==> src/rtl/decode_issue_ctrl.sv <==
// Decode issue controller: fetch FIFO, fence ordering, FENCE.I flush handshake and bad-instruction trap.
// Optional performance counters are built when DECODE_ISSUE_PERF_EN is defined.
module decode_issue_ctrl #(
   parameter int unsigned DEPTH   = 4,
   parameter int unsigned OUTST_W = 3
) (
   input  logic        clk,
   input  logic        n_rst,
   input  logic [31:0] fetch_inst,
   input  logic        fetch_valid,
   output logic        fetch_ready,
   output logic [31:0] dec_inst,
   output logic        n_irdy,
   output logic        n_stall,
   input  logic        exec_stall,
   input  logic        n_bad_inst,
   input  logic        mem_issue,
   input  logic        mem_done,
   output logic        mem_full,
   output logic        icache_flush_req,
   input  logic        icache_flush_ack,
   output logic        refetch,
   output logic        trap_req,
   input  logic        trap_ack,
   input  logic        flush,
   output logic [31:0] perf_issue_cnt,
   output logic [31:0] perf_stall_cnt
);

   localparam int unsigned AW = $clog2(DEPTH);
   localparam int unsigned PW = AW + 1;
   localparam logic [OUTST_W-1:0] CNT_MAX = {OUTST_W{1'b1}};

   localparam logic [6:0] OP_MISC_MEM = 7'b0001111;
   localparam logic [6:0] OP_LOAD     = 7'b0000011;
   localparam logic [6:0] OP_STORE    = 7'b0100011;
   localparam logic [6:0] OP_LOAD_FP  = 7'b0000111;
   localparam logic [6:0] OP_STORE_FP = 7'b0100111;

   typedef enum logic [1:0] {
      ST_RUN       = 2'd0,
      ST_DRAIN     = 2'd1,
      ST_FLUSH_REQ = 2'd2,
      ST_TRAP      = 2'd3
   } state_t;

   state_t              state_q, state_d;
   logic [31:0]         fifo_mem [DEPTH];
   logic [PW-1:0]       wr_ptr_q, wr_ptr_d;
   logic [PW-1:0]       rd_ptr_q, rd_ptr_d;
   logic [OUTST_W-1:0]  cnt_q, cnt_d;
   logic                issued_q;
   logic                flush_req_q, flush_req_d;
   logic                refetch_q, refetch_d;
   logic                trap_req_q, trap_req_d;
   logic                mem_full_q;

   logic                empty, full;
   logic [31:0]         head;
   logic                head_fence, head_fencei, head_memop;
   logic                head_blocked;
   logic                cnt_zero;
   logic                trap_now;
   logic                irdy_c;
   logic                pop_issue;
   logic                fencei_done;
   logic                issue;
   logic                push;

   // FIFO status and head decode
   assign empty = (wr_ptr_q == rd_ptr_q);
   assign full  = (wr_ptr_q[AW] != rd_ptr_q[AW]) &&
                  (wr_ptr_q[AW-1:0] == rd_ptr_q[AW-1:0]);
   assign head  = fifo_mem[rd_ptr_q[AW-1:0]];

   assign head_fence  = (head[6:0] == OP_MISC_MEM) && (head[14:12] == 3'b000);
   assign head_fencei = (head[6:0] == OP_MISC_MEM) && (head[14:12] == 3'b001);
   assign head_memop  = (head[6:0] == OP_LOAD)    || (head[6:0] == OP_STORE) ||
                        (head[6:0] == OP_LOAD_FP) || (head[6:0] == OP_STORE_FP);

   assign cnt_zero = (cnt_q == '0);
   assign trap_now = issued_q & ~n_bad_inst;

   // A fence with outstanding ops, any FENCE.I, or a memory op against a full LSU holds the head
   assign head_blocked = head_fencei | (head_fence & ~cnt_zero) | (mem_full_q & head_memop);

   assign irdy_c = n_rst & ~empty & (state_q == ST_RUN) & ~head_blocked & ~trap_now & ~flush;
   assign n_irdy  = ~irdy_c;
   assign n_stall = ~(exec_stall | (state_q != ST_RUN));

   assign pop_issue   = irdy_c & n_stall;
   assign fencei_done = (state_q == ST_FLUSH_REQ) & flush_req_q & icache_flush_ack &
                        ~trap_now & ~flush;
   assign issue       = pop_issue | fencei_done;

   assign fetch_ready = n_rst & ((state_q == ST_RUN) | (state_q == ST_DRAIN)) &
                        (~full | pop_issue) & ~trap_now & ~flush;
   assign push        = fetch_valid & fetch_ready;

   assign dec_inst         = empty ? 32'h0 : head;
   assign mem_full         = mem_full_q;
   assign icache_flush_req = flush_req_q;
   assign refetch          = refetch_q;
   assign trap_req         = trap_req_q;

   // Outstanding memory-op counter; simultaneous issue and done cancel
   always_comb begin
      cnt_d = cnt_q;
      if (mem_issue && !mem_done && (cnt_q != CNT_MAX)) begin
         cnt_d = cnt_q + OUTST_W'(1);
      end else if (mem_done && !mem_issue && !cnt_zero) begin
         cnt_d = cnt_q - OUTST_W'(1);
      end
   end

   // Next state, FIFO pointers and registered control outputs
   always_comb begin
      state_d     = state_q;
      wr_ptr_d    = wr_ptr_q;
      rd_ptr_d    = rd_ptr_q;
      flush_req_d = flush_req_q;
      refetch_d   = 1'b0;
      trap_req_d  = trap_req_q;

      if (push) begin
         wr_ptr_d = wr_ptr_q + PW'(1);
      end
      if (pop_issue) begin
         rd_ptr_d = rd_ptr_q + PW'(1);
      end

      if (trap_now) begin
         state_d     = ST_TRAP;
         rd_ptr_d    = wr_ptr_q;
         trap_req_d  = 1'b1;
         flush_req_d = 1'b0;
      end else if (flush) begin
         rd_ptr_d    = wr_ptr_q;
         flush_req_d = 1'b0;
         if (state_q == ST_TRAP) begin
            if (trap_ack) begin
               state_d    = ST_RUN;
               trap_req_d = 1'b0;
            end
         end else begin
            state_d = ST_RUN;
         end
      end else begin
         unique case (state_q)
            ST_RUN: begin
               if (!empty && head_fencei) begin
                  state_d = ST_FLUSH_REQ;
               end else if (!empty && head_fence && !cnt_zero) begin
                  state_d = ST_DRAIN;
               end
            end
            ST_DRAIN: begin
               if (cnt_zero) begin
                  state_d = ST_RUN;
               end
            end
            ST_FLUSH_REQ: begin
               if (flush_req_q) begin
                  if (icache_flush_ack) begin
                     // FENCE.I retires and every younger word is refetched
                     rd_ptr_d    = wr_ptr_q;
                     flush_req_d = 1'b0;
                     refetch_d   = 1'b1;
                     state_d     = ST_RUN;
                  end
               end else if (cnt_zero) begin
                  flush_req_d = 1'b1;
               end
            end
            ST_TRAP: begin
               if (trap_ack) begin
                  trap_req_d = 1'b0;
                  state_d    = ST_RUN;
               end
            end
         endcase
      end
   end

   // State register
   always_ff @(posedge clk) begin
      if (!n_rst) begin
         state_q     <= ST_RUN;
         wr_ptr_q    <= '0;
         rd_ptr_q    <= '0;
         cnt_q       <= '0;
         issued_q    <= 1'b0;
         flush_req_q <= 1'b0;
         refetch_q   <= 1'b0;
         trap_req_q  <= 1'b0;
         mem_full_q  <= 1'b0;
      end else begin
         state_q     <= state_d;
         wr_ptr_q    <= wr_ptr_d;
         rd_ptr_q    <= rd_ptr_d;
         cnt_q       <= cnt_d;
         issued_q    <= issue;
         flush_req_q <= flush_req_d;
         refetch_q   <= refetch_d;
         trap_req_q  <= trap_req_d;
         mem_full_q  <= (cnt_d == CNT_MAX);
      end
   end

   // FIFO storage needs no reset; dec_inst is masked while empty
   always_ff @(posedge clk) begin
      if (push) begin
         fifo_mem[wr_ptr_q[AW-1:0]] <= fetch_inst;
      end
   end

`ifdef DECODE_ISSUE_PERF_EN
   logic [31:0] perf_issue_q;
   logic [31:0] perf_stall_q;

   always_ff @(posedge clk) begin
      if (!n_rst) begin
         perf_issue_q <= '0;
         perf_stall_q <= '0;
      end else begin
         if (issue) begin
            perf_issue_q <= perf_issue_q + 32'd1;
         end
         if (!empty && (state_q != ST_TRAP) && !issue) begin
            perf_stall_q <= perf_stall_q + 32'd1;
         end
      end
   end

   assign perf_issue_cnt = perf_issue_q;
   assign perf_stall_cnt = perf_stall_q;
`else
   assign perf_issue_cnt = 32'h0;
   assign perf_stall_cnt = 32'h0;
`endif

endmodule

==> config.mk <==
export PLATFORM = sky130hd
export DESIGN_NAME = decode_issue_ctrl
export DESIGN_NICKNAME = d
export VERILOG_FILES = /design/src/rtl/decode_issue_ctrl.sv
export SDC_FILE = /design/constraint.sdc
export NUM_CORES = 1
export LEC_CHECK = 0
export ABC_AREA = 1
export BUFFER_PORTS_ARGS = -buffer_cell sky130_fd_sc_hd__buf_2
export CORE_AREA = 2 2 153 155
export CTS_BUF_LIST = sky130_fd_sc_hd__clkbuf_4
export DETAILED_ROUTE_END_ITERATION = 8
export DIE_AREA = 0 0 155 157
export PLACE_DENSITY = 0.52
export SLEW_MARGIN = 10
export SYNTH_ARGS = -nofsm -noshare
export SYNTH_HDL_FRONTEND = slang
export SYNTH_SLANG_ARGS = --single-unit
==> constraint.sdc <==
create_clock -name clk -period 3.51 [get_ports clk]
set_clock_uncertainty 0.2 [all_clocks]
set_input_delay 0.702 -clock clk [delete_from_list [all_inputs] [get_ports clk]]
set_output_delay 0.702 -clock clk [all_outputs]
set_load 0.05 [all_outputs]
### Yosys cells after proc, flatten, opt, wreduce, memory -nomap -nowiden

Memories as Yosys holds them, arrays and structs flattened. A register that Yosys moved wholly into a read port is not among the register bits.
Cells that the tools add are included.

* bitwise gates (word level): 36
* mux-type cells: 29
* reduce and logical (&&, ||, !) cells: 27
* $add $sub $neg: 4
* equality and inequality tests: 18

Operators by type and width (number)
* 2-to-1 mux 32 bit: 1
* 2-to-1 mux 3 bit: 8
* 2-to-1 mux 2 bit: 10
* bitwise AND 1 bit: 18
* equality test 7 x 6 -> 1 bit, second input constant: 2
* != test 4 bit, second input constant: 3
* inverter 1 bit: 12
* logical AND 1 bit: 10
* adder 3 x 1 -> 3 bit, second input constant: 3
* 2-to-1 mux 1 bit: 9
* one-hot mux 2 bit (4 select lines): 1
* equality test 7 x 2 -> 1 bit, second input constant: 1
* equality test 7 x 3 -> 1 bit, second input constant: 1
* equality test 7 x 4 -> 1 bit, second input constant: 1
* zero test 3 bit: 2
* bitwise OR 1 bit: 6
* nonzero test 2 bit: 3
* != test 5 x 3 -> 1 bit, second input constant: 1
* OR reduction 5 bit: 1
* equality test 2 bit, second input constant: 2
* zero test 1 bit: 4
* AND reduction 4 bit: 1
* equality test 3 x 1 -> 1 bit, second input constant: 1
* equality test 3 bit: 1
* 10 further kinds: 12

* memories kept: 1
* register bits after elaboration: 16
* input bits: 42
* logic and storage cells: 124
* bits in writable memories: 128
* output and inout port bits: 103

Memories
* fifo_mem: words 4, width 32, rd ports 1, clocked after Yosys merged registers in 1, write ports 1, RTL line 48 `logic [31:0] fifo_mem [DEPTH];`

### Logic depth before layout (Yosys ltp)

* depth after elaboration: 18
* depth in mapped cells: 15
* depth with buffers taken out: 14

### Worst setup path before layout

OpenSTA, ideal clock, no wires.

* kind: input-to-reg
* from: input port exec_stall
* to: memory fifo_mem[0][0] (enable)
* setup slack: -0.442 ns
* buffers on the path: 0
* data required time: 2.889 ns
* setup time: 0.421 ns
* data arrival time: 3.331 ns
* stages: 5
* cells stage by stage: nor2_1 > nand4_4 > nand2_4 > nand3_4 > nor2_1

* cells in the longest elaborated chain, start to end: 10

Ends and longest elaborated chain
* start, declared: RTL line 15 `input logic exec_stall,`
* bitwise OR 1 bit: RTL line 89 `assign n_stall = ~(exec_stall | (state_q != ST_RUN));`
* inverter 1 bit: RTL line 89
* bitwise AND 1 bit: RTL line 91 `assign pop_issue = irdy_c & n_stall;`
* bitwise OR 1 bit: RTL line 97 `(~full | pop_issue) & ~trap_now & ~flush;`
* bitwise AND 1 bit: RTL line 96 `assign fetch_ready = n_rst & ((state_q == ST_RUN) | (state_q == ST_DRAIN)) &`
* bitwise AND 1 bit (2 in a row): RTL line 97
* bitwise AND 1 bit: RTL line 98 `assign push = fetch_valid & fetch_ready;`
* 2-to-1 mux 1 bit: RTL line 212 `if (push) begin`
* 2-to-1 mux 1 bit (not written as such): RTL line 213 `fifo_mem[wr_ptr_q[AW-1:0]] <= fetch_inst;`
* end, declared: RTL line 48

No other way between the ends.

### Final worst setup path

* from: register rd_ptr_q[0]
* to: output port fetch_ready

* cells in the longest elaborated chain, start to end: 12
* elaborated cells on any way between the ends: 15
* classes of those cells: eq/ne (2); bitwise (12); reduce/logical (1)

Ends and longest elaborated chain
* start, declared: RTL line 50 `logic [PW-1:0] rd_ptr_q, rd_ptr_d;`
* start signal, assigned: RTL line 200 `rd_ptr_q <= rd_ptr_d;`
* equality test 3 bit: RTL line 71 `assign empty = (wr_ptr_q == rd_ptr_q);`
* inverter 1 bit: RTL line 87 `assign irdy_c = n_rst & ~empty & (state_q == ST_RUN) & ~head_blocked & ~trap_now & ~flush;`
* bitwise AND 1 bit (5 in a row): RTL line 87
* bitwise AND 1 bit: RTL line 91
* bitwise OR 1 bit *: RTL line 97
* bitwise AND 1 bit *: RTL line 96
* bitwise AND 1 bit * (2 in a row): RTL line 97
* end, declared: RTL line 11 `output logic fetch_ready,`

Every way passes the cells marked *; elsewhere a longest branch is shown, timed or not.

==> impl_results.md <==
- Status: completed
- Buffers on Ports: 80
- Via density: 4.32
- Via Count: 4452
- Worst-skew pair later-pin latency: 530 ps
- Core area: 22500 um^2
- CTS buffer count: 17
- Pre-CTS setup slack: 285 ps
- Routability cong.: 0.803
- Number of max-cap violations: 0
- Maximum vdd drop: 0.410 mV
- Synth area leader: edfxtp_1
- Register area share after synthesis: 62.2%
- Die W: 155 um
- Worst reg2reg setup slack: 760 ps
- Design Area, Final: 7590 um^2
- Synth top area share: 57.4%
- Final Util: 33.7%
- Post-DP Area: 7260 um^2
- Routed WL: 14900 um
- Mapped Cells: 642
- Vias in the first global route: 4197
- Final setup viols: 0
- Crit-path cells: buf_12 -> nand2_1 -> nand2_1 -> nand2_1 -> nand2_1 -> nand2_1 -> nor2_2 -> nand3_2 -> nand4_4 -> a21boi_2 -> buf_4
- Final Max Slew Viols: 0
- Hold WS: 182 ps
- DRC Markers: 0
- Initial DRC Count: 345
- GRT Util Overall: 12.5%
- Most common cell on crit path: nand2_1
- Initial core utilization: 29.8%
- TritonCTS clock tree: built
- Postcts setup bufs: 0
- Final period util: 92.7%
- Avg Synthesized Cell Area: 10.4 um^2
- CP max stage cell: dfxtp_4
- Inst Count DP: 998
- Crit Path Class: reg2out
- Yosys cell types: 38
- Leakage power: 3.24 nW
- Synth area leaders: edfxtp_1, buf_4, nand2_1, dfxtp_1, nor2_1
- First-pass GRT wire length: 23200 um
- ANT nets after route: 0
- I/O pins: 145
- Yosys warns: 0
- Main synth FF type: edfxtp_1
- RSZ-0062 raised after global routing: false
- Critical path buffer and inverter count: 2
- CP Data Required Time: 2610 ps
- Setup crit end kind: output pin
- Max clock buf depth: 2
- Register bit total from synthesis: 144
- Largest net degree at the start of global routing: 34
- CP top delay family: simple AND/OR/NAND/NOR gates
- Hold-fix buffers at CTS: 0
- Final worst slack: 255 ps
- Num Clock Sinks: 144
- Clock transition at path regs: 140 ps
- Synth-to-layout area growth: 13.3%
- Root buf cell: clkbuf_4
- Pwr Total: 3.77 mW
- Setup TNS: 0 ps
- Worst Setup Start Kind: flop
- H-tree Lvls: 4
- Commonest non-fill, non-tap cell in the layout: edfxtp_1
- Post-synth EDFFs: 128
- Critical Path AT: 2350 ps
- Power Density: 497 nW/um^2
- Synthesized cell area: 6700 um^2
- Die H: 157 um
- Most frequent cells in the layout: edfxtp_1, nand2_1, buf_2
- Grt total ovfl: 0
- HP Class: in2reg
- Fin. Hold Viols: 0
- Share of post-route cells with drive strength above 1: 19.5%
- FP Rows: 55
- Die area: 24300 um^2
- Max stage delay on crit path: 420 ps
- Achievable Freq: 0.307 GHz
- Ys async rst share: 0%
- Final Critical Period: 3260 ps
- Worst-path maximum fanout: 33
- Drt wl/cell: 14.5 um
- Layout Cells excl Fill: 1031
- DPL Wire Length: 9780 um
- TritonRoute pass-1 iters: 4
- Nets@finish: 783
- Initial antenna violation count: 4
## power breakdown
| part | internal, mW | leakage, nW | total (mW) | switching (mW) |
|---|---|---|---|---|
| Sequential | 1.89 | 1.29 | 1.91 | 0.0150 |
| Clock | 0.442 | 0.150 | 1.08 | 0.643 |
| Combinational | 0.155 | 1.80 | 0.781 | 0.626 |
| Total | 2.49 | 3.24 | 3.77 | 1.28 |
## synthesized netlist by cell type (2+ instances only)
library cell and n:
nand3_2 3, nor2_1 71, xnor2_1 3, o211ai_1 2, buf_6 2, xor2_1 3, nand4_1 2, buf_2 3
inv_2 2, dfxtp_1 16, o21ai_0 50, nand2_1 118, a21oi_1 5, edfxtp_1 128, o22ai_1 22, o21ai_1 2
nor3_1 4, buf_4 68, ha_1 9, clkbuf_1 14, inv_1 69, nand3_1 27, nor2_2 4
## registers in the layout (all words and copies together) (netlist names)
name	flops
cnt_q	3
fifo_mem	128
icache_flush_req	1
issued_q	1
mem_full	1
rd_ptr_q	3
refetch	1
state_q	2
trap_req	1
wr_ptr_q	3
## worst reg2reg max path: cells and delay by family, from the launching register on
kind / cells / cell delay (ps)
simple gates: 10 / 1340
buf+inv: 2 / 470
flops: 1 / 420
## what timing repair did
item | in CTS | in global routing
cloned | 0 | 0
setup endpoints to repair | 1 | 2
gates resized for setup | 4 | 8
## layout make-up
type | instances | area, um^2
Sequential cell | 144 | 4170
Tap cell | 285 | 357
Antenna cell | 1 | 2.50
Inverter | 71 | 274
Timing Repair Buffer | 96 | 564
Fill cell | 2328 | 14900
Multi-Input combinational cell | 402 | 1930
Clock inverter | 14 | 153
Clock buffer | 18 | 135
## cell families (layout without fill, tap and decap cells)
| logic type | Yosys count | count (layout) | synth area share (%) |
|---|---|---|---|
| AO/OA/AOI/OAI | 87 | 87 | 7.21 |
| other | 1 | 65 | 0.0560 |
| buffers and inverters | 159 | 199 | 13.0 |
| flip-flops | 144 | 144 | 62.2 |
| AND/OR/NAND/NOR | 235 | 235 | 15.0 |
| XOR/XNOR | 6 | 6 | 0.785 |
| multiplexers | 1 | 1 | 0.149 |
| adder cells (fa/ha/maj) | 9 | 9 | 1.68 |
## final timing paths
check,depth (start not counted),to,startpoint
max,11,fetch_ready,rd_ptr_q[0]$_SDFF_PN0_
max reg2reg,12,fifo_mem[2][5]$_DFFE_PP_,rd_ptr_q[0]$_SDFF_PN0_
min,1,fifo_mem[2][29]$_DFFE_PP_,fetch_inst[29]
min reg2reg,2,trap_req$_SDFFE_PN0P_,trap_req$_SDFFE_PN0P_
## metal layers
metal  wire (um)  track usage (%)  part of all wire [%]
met5          43                0                  0.29
met4         119             2.91                  0.80
met3         838             3.94                   5.6
met2        6870             20.6                    46
met1        7030             16.0                    47
Power figures use the tool's default switching activity.
